File: src/rtl/instr_encoder_pkg.sv
// Shared encoder/decoder definitions: format codes, opcode constants and
// field widths, plus the FIFO entry layout and occupancy states.
package instr_encoder_pkg;

   localparam int XLEN     = 32;
   localparam int OPCODE_W = 7;
   localparam int REG_W    = 5;
   localparam int FUNC_W   = 10;   // {funct7, funct3}
   localparam int FMT_W    = 3;

   // Immediate format codes; values outside this set encode as NO_IMM.
   typedef enum logic [FMT_W-1:0] {
      FORMAT_U      = 3'd0,
      FORMAT_I      = 3'd1,
      FORMAT_S      = 3'd2,
      FORMAT_B      = 3'd3,
      FORMAT_J      = 3'd4,
      FORMAT_NO_IMM = 3'd5
   } fmt_e;

   localparam logic [OPCODE_W-1:0] OP_LUI    = 7'h37;
   localparam logic [OPCODE_W-1:0] OP_AUIPC  = 7'h17;
   localparam logic [OPCODE_W-1:0] OP_JAL    = 7'h6F;
   localparam logic [OPCODE_W-1:0] OP_JALR   = 7'h67;
   localparam logic [OPCODE_W-1:0] OP_BRANCH = 7'h63;
   localparam logic [OPCODE_W-1:0] OP_LOAD   = 7'h03;
   localparam logic [OPCODE_W-1:0] OP_STORE  = 7'h23;
   localparam logic [OPCODE_W-1:0] OP_IMM    = 7'h13;
   localparam logic [OPCODE_W-1:0] OP_REG    = 7'h33;

   // One buffered output word: encoded instruction plus its memory address.
   typedef struct packed {
      logic [XLEN-1:0] instr;
      logic [XLEN-1:0] addr;
   } fifo_entry_t;

   typedef enum logic [1:0] {
      FIFO_EMPTY,
      FIFO_PARTIAL,
      FIFO_FULL
   } fifo_state_e;

endpackage

File: src/rtl/instr_enc_fifo.sv
// Output buffer for the instruction encoder: FIFO_DEPTH entries of
// {instr, addr}. Occupancy is tracked by an EMPTY/PARTIAL/FULL state machine
// alongside an entry count. Head data reads as zero while empty.
module instr_enc_fifo
   import instr_encoder_pkg::*;
#(
   parameter int FIFO_DEPTH = 4
) (
   input  logic        clk,
   input  logic        rst,
   input  logic        push,
   input  logic [63:0] push_data,
   input  logic        pop,
   output logic        full,
   output logic        valid,
   output logic [63:0] head_data
);

   localparam int PTR_W = $clog2(FIFO_DEPTH);
   localparam int CNT_W = PTR_W + 1;
   localparam logic [CNT_W-1:0] LAST_FREE = CNT_W'(FIFO_DEPTH - 1);

   fifo_state_e      state_q, state_d;
   logic [CNT_W-1:0] count_q, count_d;
   logic [PTR_W-1:0] wr_ptr_q, rd_ptr_q;
   logic [63:0]      mem [FIFO_DEPTH];
   logic             do_push, do_pop;

   assign do_push = push && (state_q != FIFO_FULL);
   assign do_pop  = pop && (state_q != FIFO_EMPTY);

   // Next occupancy state and count; push+pop together leaves both unchanged.
   always_comb begin
      // NOTE: every output of this block gets a default first, so no path can leave one unassigned and infer a latch.
      state_d = state_q;
      count_d = count_q;
      if (do_push && !do_pop) begin
         count_d = count_q + CNT_W'(1);
      end else if (do_pop && !do_push) begin
         count_d = count_q - CNT_W'(1);
      end
      case (state_q)
         FIFO_EMPTY: begin
            if (do_push) state_d = FIFO_PARTIAL;
         end
         FIFO_PARTIAL: begin
            if (do_push && !do_pop && count_q == LAST_FREE) begin
               state_d = FIFO_FULL;
            end else if (do_pop && !do_push && count_q == CNT_W'(1)) begin
               state_d = FIFO_EMPTY;
            end
         end
         FIFO_FULL: begin
            if (do_pop) state_d = FIFO_PARTIAL;
         end
         default: state_d = FIFO_EMPTY;
      endcase
   end

   // Occupancy state, count and pointer registers.
   always_ff @(posedge clk) begin
      // NOTE: sequential state uses non-blocking assignments so every register samples pre-edge values.
      if (rst) begin
         state_q  <= FIFO_EMPTY;
         count_q  <= '0;
         wr_ptr_q <= '0;
         rd_ptr_q <= '0;
      end else begin
         state_q <= state_d;
         count_q <= count_d;
         if (do_push) wr_ptr_q <= wr_ptr_q + PTR_W'(1);
         if (do_pop)  rd_ptr_q <= rd_ptr_q + PTR_W'(1);
      end
   end

   // Entry storage.
   always_ff @(posedge clk) begin
      // NOTE: the storage array has no reset; the EMPTY state masks stale contents on the read side.
      if (do_push) mem[wr_ptr_q] <= push_data;
   end

   assign full      = (state_q == FIFO_FULL);
   assign valid     = (state_q != FIFO_EMPTY);
   assign head_data = valid ? mem[rd_ptr_q] : '0;

endmodule

File: src/rtl/instr_encoder.sv
// Instruction encoder: packs opcode/register/func/immediate fields into a
// 32-bit instruction word, holds it in one stage register, then queues it
// with its instruction-memory address in an output FIFO.
// Optional feature macro: INSTR_ENC_IMM_CHECK_EN -- when defined, requests
// whose immediate does not fit the format set the sticky err flag and are
// dropped; when undefined, immediates are truncated and err is tied low.
module instr_encoder
   import instr_encoder_pkg::*;
#(
   parameter int          FIFO_DEPTH = 4,
   parameter logic [31:0] RESET_ADDR = 32'h0000_0000
) (
   input  logic        clk,
   input  logic        rst,
   input  logic        in_valid,
   output logic        in_ready,
   input  logic [2:0]  in_fmt,
   input  logic [6:0]  in_opcode,
   input  logic [4:0]  in_rd,
   input  logic [4:0]  in_rs1,
   input  logic [4:0]  in_rs2,
   input  logic [9:0]  in_func,
   input  logic [31:0] in_imm,
   input  logic        addr_ld,
   input  logic [31:0] addr_ld_val,
   output logic        out_valid,
   input  logic        out_ready,
   output logic [31:0] out_instr,
   output logic [31:0] out_addr,
   output logic        err
);

   // Field packing for each immediate format; unknown codes pack as NO_IMM.
   function automatic logic [31:0] pack_instr(
      input logic [2:0]  fmt,
      input logic [6:0]  op,
      input logic [4:0]  rd,
      input logic [4:0]  rs1,
      input logic [4:0]  rs2,
      input logic [9:0]  func,
      input logic [31:0] imm
   );
      logic [6:0] f7;
      logic [2:0] f3;
      f7 = func[9:3];
      f3 = func[2:0];
      case (fmt)
         FORMAT_U: pack_instr = {imm[31:12], rd, op};
         FORMAT_I: pack_instr = {imm[11:0], rs1, f3, rd, op};
         FORMAT_S: pack_instr = {imm[11:5], rs2, rs1, f3, imm[4:0], op};
         FORMAT_B: pack_instr = {imm[12], imm[10:5], rs2, rs1, f3, imm[4:1], imm[11], op};
         FORMAT_J: pack_instr = {imm[20], imm[10:1], imm[11], imm[19:12], rd, op};
         default:  pack_instr = {f7, rs2, rs1, f3, rd, op};
      endcase
   endfunction

`ifdef INSTR_ENC_IMM_CHECK_EN
   // True when the immediate cannot be represented exactly in its format.
   function automatic logic imm_out_of_range(input logic [2:0] fmt, input logic [31:0] imm);
      case (fmt)
         FORMAT_I, FORMAT_S: imm_out_of_range = (imm[31:11] != {21{imm[11]}});
         FORMAT_B:           imm_out_of_range = (imm[31:12] != {20{imm[12]}}) || imm[0];
         FORMAT_J:           imm_out_of_range = (imm[31:20] != {12{imm[20]}}) || imm[0];
         FORMAT_U:           imm_out_of_range = (imm[11:0] != 12'h000);
         default:            imm_out_of_range = 1'b0;
      endcase
   endfunction
`endif

   logic        stage_valid_q;
   logic [31:0] stage_instr_q;
   logic [31:0] wr_addr_q;
   logic        fifo_full;
   logic        accept, imm_bad, load_stage, push;
   logic [31:0] ld_addr, push_addr;
   fifo_entry_t push_entry, head_entry;

   // Ready depends only on registered state, never on out_ready.
   assign in_ready   = !(stage_valid_q && fifo_full);
   assign accept     = in_valid && in_ready;
   assign load_stage = accept && !imm_bad;
   assign push       = stage_valid_q && !fifo_full;

   // Word-aligned load value; a load on the push edge addresses that push.
   assign ld_addr   = addr_ld_val & 32'hFFFF_FFFC;
   assign push_addr = addr_ld ? ld_addr : wr_addr_q;

`ifdef INSTR_ENC_IMM_CHECK_EN
   logic err_q;

   assign imm_bad = imm_out_of_range(in_fmt, in_imm);
   assign err     = err_q;

   // Sticky range error, set when an out-of-range request is accepted.
   always_ff @(posedge clk) begin
      if (rst) begin
         err_q <= 1'b0;
      end else if (accept && imm_bad) begin
         err_q <= 1'b1;
      end
   end
`else
   assign imm_bad = 1'b0;
   assign err     = 1'b0;
`endif

   // Stage register: loads the packed word, empties when it moves to the FIFO.
   always_ff @(posedge clk) begin
      if (rst) begin
         stage_valid_q <= 1'b0;
         stage_instr_q <= '0;
      end else if (load_stage) begin
         stage_valid_q <= 1'b1;
         stage_instr_q <= pack_instr(in_fmt, in_opcode, in_rd, in_rs1, in_rs2, in_func, in_imm);
      end else if (push) begin
         stage_valid_q <= 1'b0;
      end
   end

   // Write-address counter: advances by one word per push, wrapping at 2^32.
   always_ff @(posedge clk) begin
      if (rst) begin
         wr_addr_q <= RESET_ADDR;
      end else if (push) begin
         wr_addr_q <= push_addr + 32'd4;
      end else if (addr_ld) begin
         wr_addr_q <= ld_addr;
      end
   end

   assign push_entry.instr = stage_instr_q;
   assign push_entry.addr  = push_addr;

   instr_enc_fifo #(
      .FIFO_DEPTH (FIFO_DEPTH)
   ) u_fifo (
      .clk       (clk),
      .rst       (rst),
      .push      (push),
      .push_data (push_entry),
      .pop       (out_ready),
      .full      (fifo_full),
      .valid     (out_valid),
      .head_data (head_entry)
   );

   assign out_instr = head_entry.instr;
   assign out_addr  = head_entry.addr;

endmodule

File: config.mk
export PLATFORM = sky130hd
export DESIGN_NAME = instr_encoder
export DESIGN_NICKNAME = d
export VERILOG_FILES = /design/src/rtl/instr_encoder_pkg.sv /design/src/rtl/instr_enc_fifo.sv /design/src/rtl/instr_encoder.sv
export SDC_FILE = /design/constraint.sdc
export NUM_CORES = 1
export LEC_CHECK = 0
export CORE_ASPECT_RATIO = 1.75
export CORE_MARGIN = 5
export CORE_UTILIZATION = 45
export CTS_BUF_LIST = sky130_fd_sc_hd__clkbuf_8
export CTS_CLUSTER_SIZE = 12
export DETAILED_ROUTE_END_ITERATION = 12
export PLACE_DENSITY = 0.63
export SYNTH_ARGS = -nofsm -noshare
export SYNTH_HDL_FRONTEND = slang
export SYNTH_HIERARCHICAL = 1
export SYNTH_SLANG_ARGS = --single-unit
File: constraint.sdc
create_clock -name clk -period 8.8 [get_ports clk]
set_clock_uncertainty 0.05 [all_clocks]
set_input_delay 0.88 -clock clk [delete_from_list [all_inputs] [get_ports clk]]
set_output_delay 0.88 -clock clk [all_outputs]
set_load 0.02 [all_outputs]
== Yosys cells after proc, flatten, opt, wreduce, memory -nomap -nowiden ==
Memory sizes are Yosys's and may differ from the RTL's. A register that Yosys moved wholly into a read port is not among the register bits.
Cells that the tools add are included.

* Memory bits (writable): 256
* Bits in registers: 74
* Bits in latches: 0
* Bits in read-only memories: 0
* Input bits: 104
* Memories: 1
* Output and inout port bits: 67
* Word-level logic and storage cells: 61

* Divide/modulo/power cells: 0
* Shift operators: 0
* Order comparisons: 0
* Bitwise logic cells: 0
* Equal/unequal tests: 12
* Reductions and logical operators: 19
* $add $sub $neg: 5
* Muxes and demuxes: 17
* Multipliers: 0

{| class="wikitable"
|+ Memory list
! name !! depth !! width !! read ports !! clocked after memory_dff !! wr ports !! RTL line !! text
|-
| u_fifo.mem || 4 || 64 || 1 || 1 || 1 || instr_enc_fifo.sv:26 || <nowiki>logic [63:0] mem [FIFO_DEPTH];</nowiki>
|}

{| class="wikitable"
|+ Operators with widths
! operator !! number
|-
| case mux 32 bit (5 select lines) || 1
|-
| two-way mux 32 bit || 2
|-
| two-way mux 64 bit || 1
|-
| adder 32 x 3 -> 32 bit, second input constant || 1
|-
| two-way mux 2 bit || 6
|-
| equality test 3 x 2 -> 1 bit, second input constant || 3
|-
| logical AND 1 bit || 9
|-
| equality test 3 x 1 -> 1 bit, second input constant || 2
|-
| two-way mux 3 bit || 2
|-
| case mux 2 bit (3 select lines) || 1
|-
| nonzero test 2 bit || 3
|-
| adder 2 x 1 -> 2 bit, second input constant || 2
|-
| logical NOT 1 bit || 4
|-
| two-way mux 1 bit || 4
|-
| != test 2 x 1 -> 1 bit, second input constant || 2
|-
| adder 3 x 1 -> 3 bit, second input constant || 1
|-
| equality test 3 bit, second input constant || 1
|-
| logical NOT 3 bit || 1
|-
| != test 3 x 1 -> 1 bit, second input constant || 1
|-
| AND reduction 3 bit || 1
|-
| subtractor 3 x 1 -> 3 bit, second input constant || 1
|-
| equality test 2 x 1 -> 1 bit, second input constant || 1
|-
| equality test 2 bit, second input constant || 1
|-
| logical NOT 2 bit || 1
|-
| != test 2 bit, second input constant || 1
|}

== Depth between registers and ports, before layout ==
* Depth in word-level cells: 10
* Gate-level depth with buffers: 12
* Mapped depth without buffers: 10

== Hierarchy ==
Netlist, hierarchy kept.

{| class="wikitable"
|+ By module, submodules not included
! module !! sequential area each (um^2) !! area each (um^2) !! instances !! cells an instance
|-
| instr_enc_fifo || 7907.6 || 10301.1 || 1 || 479
|-
| instr_encoder || 1301.2 || 3940.0 || 1 || 490
|}

== Worst setup path before layout ==
No wires, ideal clock.

* Path type: register to register
* From: reg u_fifo.state_q[0]
* To: mem u_fifo.mem[0][0] (enable)
* Stages on the path, launching flop included: 8
* Buffers on the path: 2
* Arrival: 2970 ps
* Library setup time: 429 ps
* Path slack: 5351 ps
* Period minus slack after synthesis: 3449 ps
* Required time: 8321 ps
* Path through: dfxtp_1 > nand2b_1 > clkbuf_1 > inv_1 > nand2b_1 > inv_1 > clkbuf_1 > and3_1

* Longest elaborated chain between the ends: 6
* Elaborated cells on any way between the ends: 7
* Those cells by class: eq/ne (2); mux (2); reduce/logical (3)

{| class="wikitable"
|+ Ends and longest elaborated chain
! element !! RTL line !! text
|-
| from (decl) || instr_enc_fifo.sv:23 || <nowiki>fifo_state_e state_q, state_d;</nowiki>
|-
| from (signal assigned) || instr_enc_fifo.sv:69 || <nowiki>state_q <= state_d;</nowiki>
|-
| equality test 2 bit || instr_enc_fifo.sv:82 || <nowiki>assign full = (state_q == FIFO_FULL);</nowiki>
|-
| via fifo_full || instr_encoder.sv:73 || <nowiki>logic fifo_full;</nowiki>
|-
| logical NOT 1 bit || instr_encoder.sv:82 || <nowiki>assign push = stage_valid_q && !fifo_full;</nowiki>
|-
| logical AND 1 bit || instr_encoder.sv:82 ||
|-
| via push || instr_encoder.sv:74 || <nowiki>logic accept, imm_bad, load_stage, push;</nowiki>
|-
| logical AND 1 bit || instr_enc_fifo.sv:29 || <nowiki>assign do_push = push && (state_q != FIFO_FULL);</nowiki>
|-
| two-way mux 1 bit || instr_enc_fifo.sv:79 || <nowiki>if (do_push) mem[wr_ptr_q] <= push_data;</nowiki>
|-
| two-way mux 1 bit (implied by the code) || instr_enc_fifo.sv:79 ||
|-
| to (decl) || instr_enc_fifo.sv:26 ||
|}

The timed path passes the listed nets, and every way through them passes these cells.

==> results.py <==
metrics = {
    "global_route": {
        "grt_antenna_before_repair": 0,
        "grt_usage": 0.184,
        "grt_max_degree": 78,
        "grt_pass1_wl_um": 49700,
        "gr-total-overflow": 0,
        "grt_pass1_vias": 8980,
    },
    "floorplanning": {
        "die_h_um": 245,
        "die_w_um": 144,
        "ioPinCount": 171,
        "die-area_um2": 35400,
        "num_rows": 86,
        "initial_core_util": 0.453,
        "core_um2": 31400,
    },
    "clock_tree": {
        "clock_sinks": 332,
        "cts.clk_slew.worst_paths_ns": 0.07,
        "cts_buffers": 48,
        "cts_hold_buf": 0,
        "root_buffer": "clkbuf_8",
        "clk_latency_ns": 0.57,
        "post-cts-setup-buffer-count": 0,
        "cts_max_level": 2,
        "cts_tree": "yes",
        "post_cts_resized": 0,
        "clockBufferDepth": 3,
    },
    "power": {
        "swShare": 0.231,
        "power.internal_mw": 2.61,
        "ir_drop_mv": 0.134,
        "seqPwrFrac": 0.524,
        "p_clk_frac": 0.378,
        "powerDensity_nw_per_um2": 198,
        "p_comb_frac": 0.098,
        "fin_total_pwr_mw": 3.39,
        "static-leakage-power_nw": 5.98,
        "p_sw_uw": 784,
    },
    "worst_hold_path": {
        "worstHoldStart": "stage_instr_q[4]",
        "hold_depth": 2,
        "hold_class": "register to register",
        "min_to": "stage_instr_q[4]",
    },
    "logic_synthesis": {
        "yosys_warnings": 6,
        "synth_edf_count": 256,
        "synth_ff_type": "edfxtp_1",
        "syn_inst": 969,
        "synth_most_common_cell": "edfxtp_1",
        "ys_ff_latch": 332,
        "synth_commonest_cells": "edfxtp_1, nand2_1, dfxtp_1",
        "async_flop_share": 0,
        "yosysTopAreaCell": "edfxtp_1",
        "postSynthAreaPerCell_um2": 14.7,
        "syn_area_um2": 14200,
        "synth_top_area_frac": 0.540,
        "synth_seq_area_share": 0.647,
        "synth_area_leaders": "edfxtp_1, dfxtp_1, mux4_2",
        "syn-num-nets": 1084,
        "ys_types": 69,
    },
    "timing": {
        "max-slew-margin-rel": 0.307,
        "tightest_slew_ns": 1.04,
        "slew_viol_final": 0,
        "rsz0062_at_grt": "no",
        "period_needed_ns": 4.39,
        "hold_violations": 0,
        "setup_viol": 0,
        "period_share": 0.499,
        "tns_ns": 0,
        "fmax_ghz": 0.228,
    },
    "detailed_routing": {
        "totalWireLength_um": 32700,
        "routedWlPerCell_um": 20.8,
        "drt_iter0_markers": 417,
        "via_per_inst": 5.46,
        "first_pass_iters": 5,
        "ant_nets": 0,
        "drc": 0,
        "vias": 8593,
    },
    "flow_run": {
        "maxCapViolations": 0,
    },
    "placement": {
        "port_buffers": 167,
        "gp_congestion": 0.806,
        "place_hpwl_um": 20800,
    },
    "cells_and_area": {
        "layout-drive-gt1-share": 0.170,
        "area_delta_synth_final_pct": 20.5,
        "multi_input_area_um2": 4580,
        "n_antenna_cell": 0,
        "final_util": 0.546,
        "final_nets": 1253,
        "fillers": 2644,
        "seqCellArea_um2": 9210,
    },
    "outcome": {
        "status": "finished, final reports clean",
    },
    "setup_path": {
        "cp_cell_sequence": "buf_4 > mux4_2 > and2_1 > clkdlybuf4s50_1",
        "cp_slowest_cell": "dfxtp_4",
        "reg2reg_depth": 6,
        "arrival_ns": 3.46,
        "reg2reg_to": "u_fifo/mem[1][47]",
        "critPathCaptureType": "output port",
        "worstSetupStartpointType": "register",
        "cp.required_ns": 7.87,
        "ff2ff_setup_slack_ns": 5.51,
        "cp_max_fo": 34,
        "rr_startpoint": "u_fifo/state_q[0]",
        "critPathKind": "register to output port",
        "max_stage_delay_ns": 0.80,
    },
}
==> how the worst max path moves through the flow <==
| stage | startpoint | to | cells after the start |
|---|---|---|---|
| 2_1_floorplan | u_fifo/state_q[0] | u_fifo/mem[0][0] | 7 |
| 3_3_place_gp | register | out_addr[25] | 4 |
| 3_5_place_dp | register | out_addr[25] | 4 |
| 4_1_cts | register | out_addr[25] | 4 |
| 5_1_grt | register | out_addr[25] | 4 |
| 6_report | register | out_addr[25] | 4 |
==> critical path, delay by kind of cell (launching register included) <==
family | cells | cell delay [ns]
mux | 1 | 0.57
flops | 1 | 0.80
simple gates | 1 | 0.22
buf+inv | 2 | 1.28
==> routing by layer <==
| layer | track usage | part of all wire | vias to the layer above |
|---|---|---|---|
| met5 | 0 | 0 | - |
| met1 | 0.208 | 0.38 | 4294 |
| met2 | 0.342 | 0.54 | 237 |
| li1 | - | - | 4002 |
| met3 | 0.0341 | 0.058 | 60 |
| met4 | 0.0634 | 0.028 | 0 |
==> placed cells by master, fill, tap and decap left out, types with 8 or more instances in the layout <==
cell,Yosys,final
mux2i_1,20,20
and2_1,65,64
clkdlybuf4s50_1,0,165
mux4_2,64,64
nand3_1,36,36
buf_4,5,12
xnor2_1,8,8
a311oi_1,13,13
clkbuf_8,0,59
ha_1,11,11
a21oi_1,37,37
dfxtp_1,76,74
inv_1,24,35
nor2_1,45,45
nor2b_1,12,12
edfxtp_1,256,256
o21ai_0,17,17
mux2_2,17,17
nand2_1,95,95
xor2_1,9,9
nand4_1,10,10
==> power groups by stage <==
| stage | Sequential (mW) | Clock (mW) | Combinational (mW) |
|---|---|---|---|
| detailed placement | 1.81 | 0 | 0.337 |
| finish | 1.78 | 1.28 | 0.332 |
| global placement | 1.81 | 0 | 0.335 |
| global route | 1.78 | 1.39 | 0.361 |
| CTS | 1.78 | 1.32 | 0.339 |
| floorplan | 1.80 | 0 | 0.208 |
==> registers in the layout, summed over array words and instances (netlist names), named ones only <==
name	cells
stage_valid_q	1
u_fifo/wr_ptr_q	2
stage_instr_q	32
u_fifo/rd_ptr_q	2
wr_addr_q	32
u_fifo/count_q	3
u_fifo/mem	256
u_fifo/state_q	2
==> metrics by stage <==
step / worst slack, ns / hold WS [ns] / area (um2) / instances
final: 4.41 / 0.447 / 17200 / 1574
after global routing: 4.12 / 0.472 / 17200 / 1574
after floorplan: 5.35 / 0.410 / 14200 / 969
after CTS: 4.23 / 0.450 / 17200 / 1574
after detailed placement: 4.88 / 0.436 / 16100 / 1484
after global placement: 4.89 / 0.421 / 16100 / 1484
==> cells by family after synthesis <==
kind of cell,after synthesis,synth area share
flops,332,0.647
simple gates,319,0.122
compound gates,103,0.0491
mux,102,0.130
buf+inv,84,0.0320
xor+xnor,17,0.0105
fa+ha+maj,11,0.00966
other cells,1,0.000263
==> final cells by class <==
cell class | instances | share of cell area
flip-flops and latches | 332 | 0.537
multi-input cells | 553 | 0.267
repair buffers | 179 | 0.102
clock buffers | 59 | 0.0473
well taps | 396 | 0.0289
clock inverters | 31 | 0.0129
inverters | 24 | 0.00525
No activity file was read; power rests on OpenSTA's default activity.
